`config.mk`:
```
export PLATFORM = sky130hd
export DESIGN_NAME = interfaz_memoria_flat
export DESIGN_NICKNAME = d
export VERILOG_FILES = /design/src/rtl/interfaz_memoria_pkg.sv /design/src/rtl/interfaz_memoria_if.sv /design/src/rtl/interfaz_memoria_contador_espera.sv /design/src/rtl/interfaz_memoria.sv /design/src/flat_wrapper.sv
export SDC_FILE = /design/constraint.sdc
export NUM_CORES = 1
export LEC_CHECK = 0
export CAP_MARGIN = 40
export CORE_UTILIZATION = 42
export CTS_CLUSTER_SIZE = 24
export DETAILED_ROUTE_END_ITERATION = 10
export HOLD_SLACK_MARGIN = 0.15
export PLACE_DENSITY = 0.84
export SLEW_MARGIN = 40
export SYNTH_ARGS = -nofsm -noshare
export SYNTH_HDL_FRONTEND = slang
export SYNTH_HIERARCHICAL = 1
export SYNTH_SLANG_ARGS = --single-unit
export TNS_END_PERCENT = 100
```
`constraint.sdc`:
```
create_clock -name Reloj -period 4.1 [get_ports Reloj]
set_input_delay 1.025 -clock Reloj [delete_from_list [all_inputs] [get_ports Reloj]]
set_output_delay 1.025 -clock Reloj [all_outputs]
set_load 0.01 [all_outputs]
```
`src/rtl/interfaz_memoria_pkg.sv`:
```
// Shared definitions for the memory interface: FSM state encodings and
// default width/limit constants. Used with or without MEM_TIMEOUT_EN.
package paquete_memoria;

  localparam int ANCHO_DIR_DEF     = 16;
  localparam int ANCHO_DATO_DEF    = 16;
  localparam int CICLOS_LIMITE_DEF = 15;
  localparam int ANCHO_CUENTA      = 8;

  typedef enum logic [1:0] {
    REPOSO = 2'b00,
    ACCESO = 2'b01,
    FIN    = 2'b10
  } estado_t;

endpackage

```
`src/rtl/interfaz_memoria_if.sv`:
```
// Bus bundle between the control unit, the memory interface and the memory.
// The slave modport is the interfaz_memoria view; master is the view of
// whatever drives requests and models the memory.
//
// Handshake: Peticion is a one-cycle request sampled only while idle
// (Ocupado=0); requests seen while Ocupado=1 are dropped. The block answers
// with a one-cycle Listo pulse (Error coincident on timeout). Toward memory,
// MemSel/MemEsc/MemDir/MemDatoSal stay stable until MemListo is seen at a
// rising edge while MemSel=1; MemListo at any other time is ignored.
interface interfaz_memoria_if
  import paquete_memoria::*;
#(
  parameter int ANCHO_DIR  = ANCHO_DIR_DEF,
  parameter int ANCHO_DATO = ANCHO_DATO_DEF
) ();

  logic                  Peticion;
  logic                  Escribir;
  logic [ANCHO_DIR-1:0]  Direccion;
  logic [ANCHO_DATO-1:0] DatoEscritura;
  logic [ANCHO_DATO-1:0] DatoLectura;
  logic                  Listo;
  logic                  Error;
  logic                  Ocupado;
  logic                  MemSel;
  logic                  MemEsc;
  logic [ANCHO_DIR-1:0]  MemDir;
  logic [ANCHO_DATO-1:0] MemDatoSal;
  logic [ANCHO_DATO-1:0] MemDatoEnt;
  logic                  MemListo;

  modport slave (
    input  Peticion, Escribir, Direccion, DatoEscritura, MemDatoEnt, MemListo,
    output DatoLectura, Listo, Error, Ocupado, MemSel, MemEsc, MemDir, MemDatoSal
  );

  modport master (
    output Peticion, Escribir, Direccion, DatoEscritura, MemDatoEnt, MemListo,
    input  DatoLectura, Listo, Error, Ocupado, MemSel, MemEsc, MemDir, MemDatoSal
  );

endinterface

```
`src/rtl/interfaz_memoria_contador_espera.sv`:
```
// Access timeout counter. Cleared while limpiar is high, counts every cycle
// contar is high; expirado flags the edge that completes the CICLOS_LIMITE-th
// counted cycle. Only instantiated when MEM_TIMEOUT_EN is defined.
module contador_espera
  import paquete_memoria::*;
#(
  parameter int CICLOS_LIMITE = CICLOS_LIMITE_DEF
) (
  input  logic reloj,
  input  logic reiniciar_n,
  input  logic limpiar,
  input  logic contar,
  output logic expirado
);

  localparam logic [ANCHO_CUENTA-1:0] ULTIMO = ANCHO_CUENTA'(CICLOS_LIMITE - 1);

  logic [ANCHO_CUENTA-1:0] cuenta_q;
  logic [ANCHO_CUENTA-1:0] cuenta_d;

  // Counter register.
  always_ff @(posedge reloj or negedge reiniciar_n) begin
    if (!reiniciar_n) cuenta_q <= '0;
    else              cuenta_q <= cuenta_d;
  end

  // Clear has priority; the FSM leaves ACCESO at expiry so no wrap occurs.
  always_comb begin
    cuenta_d = cuenta_q;
    if (limpiar)     cuenta_d = '0;
    else if (contar) cuenta_d = cuenta_q + 1'b1;
  end

  // Expiry: the cycle being counted now is the last one allowed.
  always_comb begin
    expirado = contar && (cuenta_q == ULTIMO);
  end

endmodule

```
`src/rtl/interfaz_memoria.sv`:
```
// Single-request memory interface: REPOSO -> ACCESO -> FIN.
// Latches a request, holds the memory bus stable until MemListo, returns
// read data and a one-cycle Listo pulse. Optional access timeout is enabled
// with the macro MEM_TIMEOUT_EN (Error pulse, read data forced to all ones).
module interfaz_memoria
  import paquete_memoria::*;
#(
  parameter int ANCHO_DIR     = ANCHO_DIR_DEF,
  parameter int ANCHO_DATO    = ANCHO_DATO_DEF,
  parameter int CICLOS_LIMITE = CICLOS_LIMITE_DEF
) (
  input  logic                Reloj,
  input  logic                Reiniciar,
  interfaz_memoria_if.slave   bus,
  output estado_t             estado_dbg
);

  if (CICLOS_LIMITE < 1 || CICLOS_LIMITE > 255) begin : g_limite_invalido
    $error("interfaz_memoria: CICLOS_LIMITE must be in 1..255");
  end

  estado_t               estado_q, estado_d;
  logic                  esc_q, esc_d;
  logic [ANCHO_DIR-1:0]  dir_q, dir_d;
  logic [ANCHO_DATO-1:0] dato_sal_q, dato_sal_d;
  logic [ANCHO_DATO-1:0] dato_lec_q, dato_lec_d;

`ifdef MEM_TIMEOUT_EN
  logic error_q, error_d;
  logic expirado;

  // Counter runs only inside ACCESO and is held clear everywhere else, so it
  // starts from zero on every entry to ACCESO.
  contador_espera #(
    .CICLOS_LIMITE (CICLOS_LIMITE)
  ) u_contador_espera (
    .reloj       (Reloj),
    .reiniciar_n (Reiniciar),
    .limpiar     (estado_q != ACCESO),
    .contar      (estado_q == ACCESO),
    .expirado    (expirado)
  );
`endif

  // State and datapath registers; reset abandons any access in flight.
  always_ff @(posedge Reloj or negedge Reiniciar) begin
    if (!Reiniciar) begin
      estado_q   <= REPOSO;
      esc_q      <= 1'b0;
      dir_q      <= '0;
      dato_sal_q <= '0;
      dato_lec_q <= '0;
`ifdef MEM_TIMEOUT_EN
      error_q    <= 1'b0;
`endif
    end else begin
      estado_q   <= estado_d;
      esc_q      <= esc_d;
      dir_q      <= dir_d;
      dato_sal_q <= dato_sal_d;
      dato_lec_q <= dato_lec_d;
`ifdef MEM_TIMEOUT_EN
      error_q    <= error_d;
`endif
    end
  end

  // Next state and datapath updates; MemListo wins over a same-edge timeout.
  always_comb begin
    estado_d   = estado_q;
    esc_d      = esc_q;
    dir_d      = dir_q;
    dato_sal_d = dato_sal_q;
    dato_lec_d = dato_lec_q;
`ifdef MEM_TIMEOUT_EN
    error_d    = error_q;
`endif
    case (estado_q)
      REPOSO: begin
        if (bus.Peticion) begin
          estado_d   = ACCESO;
          esc_d      = bus.Escribir;
          dir_d      = bus.Direccion;
          dato_sal_d = bus.DatoEscritura;
        end
      end
      ACCESO: begin
        if (bus.MemListo) begin
          estado_d = FIN;
          if (!esc_q) dato_lec_d = bus.MemDatoEnt;
`ifdef MEM_TIMEOUT_EN
          error_d  = 1'b0;
        end else if (expirado) begin
          estado_d = FIN;
          error_d  = 1'b1;
          if (!esc_q) dato_lec_d = '1;
`endif
        end
      end
      FIN:     estado_d = REPOSO;
      default: estado_d = REPOSO;
    endcase
  end

  // Outputs decoded from registered state so reset clears them immediately.
  always_comb begin
    bus.MemSel      = (estado_q == ACCESO);
    bus.MemEsc      = (estado_q == ACCESO) && esc_q;
    bus.MemDir      = dir_q;
    bus.MemDatoSal  = dato_sal_q;
    bus.DatoLectura = dato_lec_q;
    bus.Listo       = (estado_q == FIN);
    bus.Ocupado     = (estado_q != REPOSO);
`ifdef MEM_TIMEOUT_EN
    bus.Error       = (estado_q == FIN) && error_q;
`else
    bus.Error       = 1'b0;
`endif
    estado_dbg      = estado_q;
  end

endmodule
```
`src/flat_wrapper.sv`:
```
// flat-port wrapper written by rule: the top's interface ports become plain ports
module interfaz_memoria_flat import paquete_memoria::*;
#(
  parameter int ANCHO_DIR     = ANCHO_DIR_DEF,
  parameter int ANCHO_DATO    = ANCHO_DATO_DEF,
  parameter int CICLOS_LIMITE = CICLOS_LIMITE_DEF
)
  (Reloj, Reiniciar, estado_dbg, bus_Peticion, bus_Escribir, bus_Direccion, bus_DatoEscritura, bus_MemDatoEnt, bus_MemListo, bus_DatoLectura, bus_Listo, bus_Error, bus_Ocupado, bus_MemSel, bus_MemEsc, bus_MemDir, bus_MemDatoSal);
  interfaz_memoria_if #(.ANCHO_DIR(ANCHO_DIR), .ANCHO_DATO(ANCHO_DATO)) bus_i ();
  input  logic Reloj;
  input  logic Reiniciar;
  output estado_t estado_dbg;
  input wire logic [$bits(bus_i.Peticion)-1:0] bus_Peticion;
  input wire logic [$bits(bus_i.Escribir)-1:0] bus_Escribir;
  input wire logic [$bits(bus_i.Direccion)-1:0] bus_Direccion;
  input wire logic [$bits(bus_i.DatoEscritura)-1:0] bus_DatoEscritura;
  input wire logic [$bits(bus_i.MemDatoEnt)-1:0] bus_MemDatoEnt;
  input wire logic [$bits(bus_i.MemListo)-1:0] bus_MemListo;
  output wire logic [$bits(bus_i.DatoLectura)-1:0] bus_DatoLectura;
  output wire logic [$bits(bus_i.Listo)-1:0] bus_Listo;
  output wire logic [$bits(bus_i.Error)-1:0] bus_Error;
  output wire logic [$bits(bus_i.Ocupado)-1:0] bus_Ocupado;
  output wire logic [$bits(bus_i.MemSel)-1:0] bus_MemSel;
  output wire logic [$bits(bus_i.MemEsc)-1:0] bus_MemEsc;
  output wire logic [$bits(bus_i.MemDir)-1:0] bus_MemDir;
  output wire logic [$bits(bus_i.MemDatoSal)-1:0] bus_MemDatoSal;
  assign bus_i.Peticion = bus_Peticion;
  assign bus_i.Escribir = bus_Escribir;
  assign bus_i.Direccion = bus_Direccion;
  assign bus_i.DatoEscritura = bus_DatoEscritura;
  assign bus_i.MemDatoEnt = bus_MemDatoEnt;
  assign bus_i.MemListo = bus_MemListo;
  assign bus_DatoLectura = bus_i.DatoLectura;
  assign bus_Listo = bus_i.Listo;
  assign bus_Error = bus_i.Error;
  assign bus_Ocupado = bus_i.Ocupado;
  assign bus_MemSel = bus_i.MemSel;
  assign bus_MemEsc = bus_i.MemEsc;
  assign bus_MemDir = bus_i.MemDir;
  assign bus_MemDatoSal = bus_i.MemDatoSal;
  interfaz_memoria #(.ANCHO_DIR(ANCHO_DIR), .ANCHO_DATO(ANCHO_DATO), .CICLOS_LIMITE(CICLOS_LIMITE)) u_core (.Reloj(Reloj), .Reiniciar(Reiniciar), .bus(bus_i), .estado_dbg(estado_dbg));
endmodule
```
==> impl_metrics.json <==
{
  "outcome": "complete, no violations",
  "syn-cell-area_mm2": 0.00204,
  "htreeDepth": 2,
  "hold_viol_final": 0,
  "finalWorstSetupSlack_ns": 1.35,
  "grt_max_degree": 52,
  "areaGrowthSynthToFinish_pct": 57.3,
  "first_pass_iters": 2,
  "maxCapViolCount": 0,
  "endpoint_kind": "output port",
  "crit_path_start_kind": "flop",
  "port_buffers": 106,
  "ys_types": 16,
  "antenna_cells": 0,
  "dr.first_iter.drc_count": 57,
  "io-pin-count": 108,
  "max-slew-margin-rel_pct": 58.2,
  "setup_tns_ns": 0,
  "crit_chain": "and2b_2, and2_1, clkdlybuf4s50_1",
  "postLayoutCellArea_mm2": 0.00321,
  "hold_end": "u_core/bus.MemDir[7]",
  "powerDensity_mw_per_mm2": 651,
  "clkSinkCount": 51,
  "fill_cells": 329,
  "gr-total-overflow": 0,
  "rsz0062_at_grt": "no",
  "synth_seq_cells": 51,
  "start_util_pct": 45.3,
  "first_global_vias": 1338,
  "syn_nets": 170,
  "period_share_pct": 67.1,
  "hpwl_um": 3020,
  "cts_buffers": 5,
  "cpLargestDelayFamily": "flip-flops",
  "post_cts.repair.setup_buffers": 0,
  "max_freq_mhz": 364,
  "crit_slowest_cell": "dfrtp_1",
  "clk_path_buf_depth": 2,
  "whs_ns": 0.492,
  "via_per_inst": 4.85,
  "setup_viol": 0,
  "r2r_cells": 3,
  "cts_tree": "built",
  "stdcell_count": 279,
  "pre_cts_slack_ns": 1.48,
  "drv_slew": 0,
  "place_inst": 271,
  "place.gp.congestion": 0.653,
  "hp-class": "reg -> reg",
  "clk_latency_ns": 0.29,
  "grt_usage_pct": 17.2,
  "vias": 1354,
  "crit_buf_inv": 1,
  "die_w_um": 71.7,
  "row_count": 24,
  "drive_above_1_share_pct": 27.8,
  "holdPathStages": 1,
  "crit_arrival_ns": 1.72,
  "drtAntennaViolNets": 0,
  "wl_per_cell_um": 15.0,
  "grt_pass1_wl_um": 6730,
  "yosys_warnings": 6,
  "clockRootBuffer": "clkbuf_8",
  "antenna_found_initial": 0,
  "rr_startpoint": "u_core/estado_dbg[1]",
  "cp.required_ns": 3.07,
  "path_clk_slew_ns": 0.08,
  "cp_max_fo": 7,
  "netlist_instances": 117,
  "max_stage_delay_ns": 0.53,
  "path_class": "reg -> out",
  "r2r-end": "u_core/bus.DatoLectura[1]",
  "yosysSeqAreaShare_pct": 62.5,
  "place_area_mm2": 0.00311,
  "layout_min_cycle_time_ns": 2.75,
  "drt-total-wl_um": 4190,
  "die_area_mm2": 0.00514,
  "worstMarginPinSlew_ns": 0.628,
  "die_y_um": 71.7,
  "syn_avg_cell_area_um2": 17.4,
  "ctsResizeCount": 0,
  "rrSetupSlack_ns": 2.51,
  "nets": 279,
  "p_leak_nw": 1.33,
  "drc": 0,
  "finClkSkew_ns": 0.00509,
  "core_mm2": 0.00450,
  "min_from": "u_core/bus.MemDir[7]",
  "irDropWorstVdd_mv": 0.301,
  "postCtsHoldBufs": 0
}
[Yosys cell counts]
library cell | number | area share, %
mux2_1 | 2 | 1.1
conb_1 | 1 | 0.18
dfrtp_1 | 51 | 63
nor4bb_4 | 1 | 1.2
buf_12 | 1 | 0.98
and2_1 | 2 | 0.61
a21oi_1 | 1 | 0.25
or2b_1 | 1 | 0.37
buf_6 | 4 | 2.2
buf_4 | 1 | 0.37
and2b_2 | 2 | 0.86
nor3b_4 | 1 | 0.92
or2_2 | 1 | 0.31
mux2_2 | 37 | 20
nand2b_1 | 1 | 0.31
mux2_4 | 10 | 7.4
[registers in the layout, summed over array words and instances, names as in the netlist]
signal                  flops
u_core/bus.MemDatoSal      16
u_core/bus.DatoLectura     16
u_core/bus.MemDir          16
u_core/esc_q                1
u_core/estado_dbg           2
[area by class of cell]
| class | instances | area [um2] | area share, % |
|---|---|---|---|
| sequential | 51 | 1280 | 39.8 |
| timing repair buffer | 108 | 1070 | 33.4 |
| multi-input combinational | 60 | 692 | 21.6 |
| clock inverter | 1 | 7.51 | 0.234 |
| clock buffer | 7 | 96.3 | 3.00 |
| tap | 52 | 65.1 | 2.03 |
[routing by layer]
layer  track usage [%]  routed length [um]  vias up
met5                 0                   0        -
met4              5.23                  50        0
met3              7.59                 472        7
met2              23.6                1730       85
met1              24.6                1940      641
li1                  -                   -      621
[cells by family after synthesis]
kind of cell | synth area share [%]
flip-flops | 62.5
multiplexers | 28.9
AND/OR/NAND/NOR | 4.60
buffers and inverters | 3.56
AO/OA/AOI/OAI | 0.245
other | 0.184
[report_power, final]
part | internal, W | switching (W) | total [W]
clock | 0.000154 | 0.000156 | 0.000310
sequential | 0.000717 | 0.000115 | 0.000832
combinational | 0.000635 | 0.000313 | 0.000948
total | 0.00151 | 0.000584 | 0.00209
[worst max-delay path by stage]
stage | start | to | slack (ns) | cells past startpoint
6_report | u_core/estado_dbg[1] | bus_MemEsc | 1.35 | 3
5_1_grt | u_core/estado_dbg[1] | bus_MemEsc | 1.25 | 3
4_1_cts | u_core/estado_dbg[1] | bus_MemEsc | 1.32 | 3
3_5_place_dp | bus_MemListo | u_core/bus.DatoLectura[1] | 1.48 | 4
3_3_place_gp | bus_MemListo | u_core/bus.DatoLectura[1] | 1.49 | 4
2_1_floorplan | u_core/estado_dbg[1] | bus_MemEsc | 2.09 | 2
[stage by stage]
step                utilization [%]  total power, W
finish                         71.3         0.00209
floorplan                         -         0.00126
detailed placement             69.0         0.00180
global placement               68.9         0.00178
CTS                            71.3         0.00212
global route                   71.3         0.00221
[placed cells by master (no fill, tap or decap), drive strengths merged, types with 2 or more instances in the layout]
cell             n
clkdlybuf4s50  105
and2b            2
clkbuf           7
and2             2
dfrtp           51
mux2            49
buf              3
Note: power is estimated with default switching activity, not from simulation.
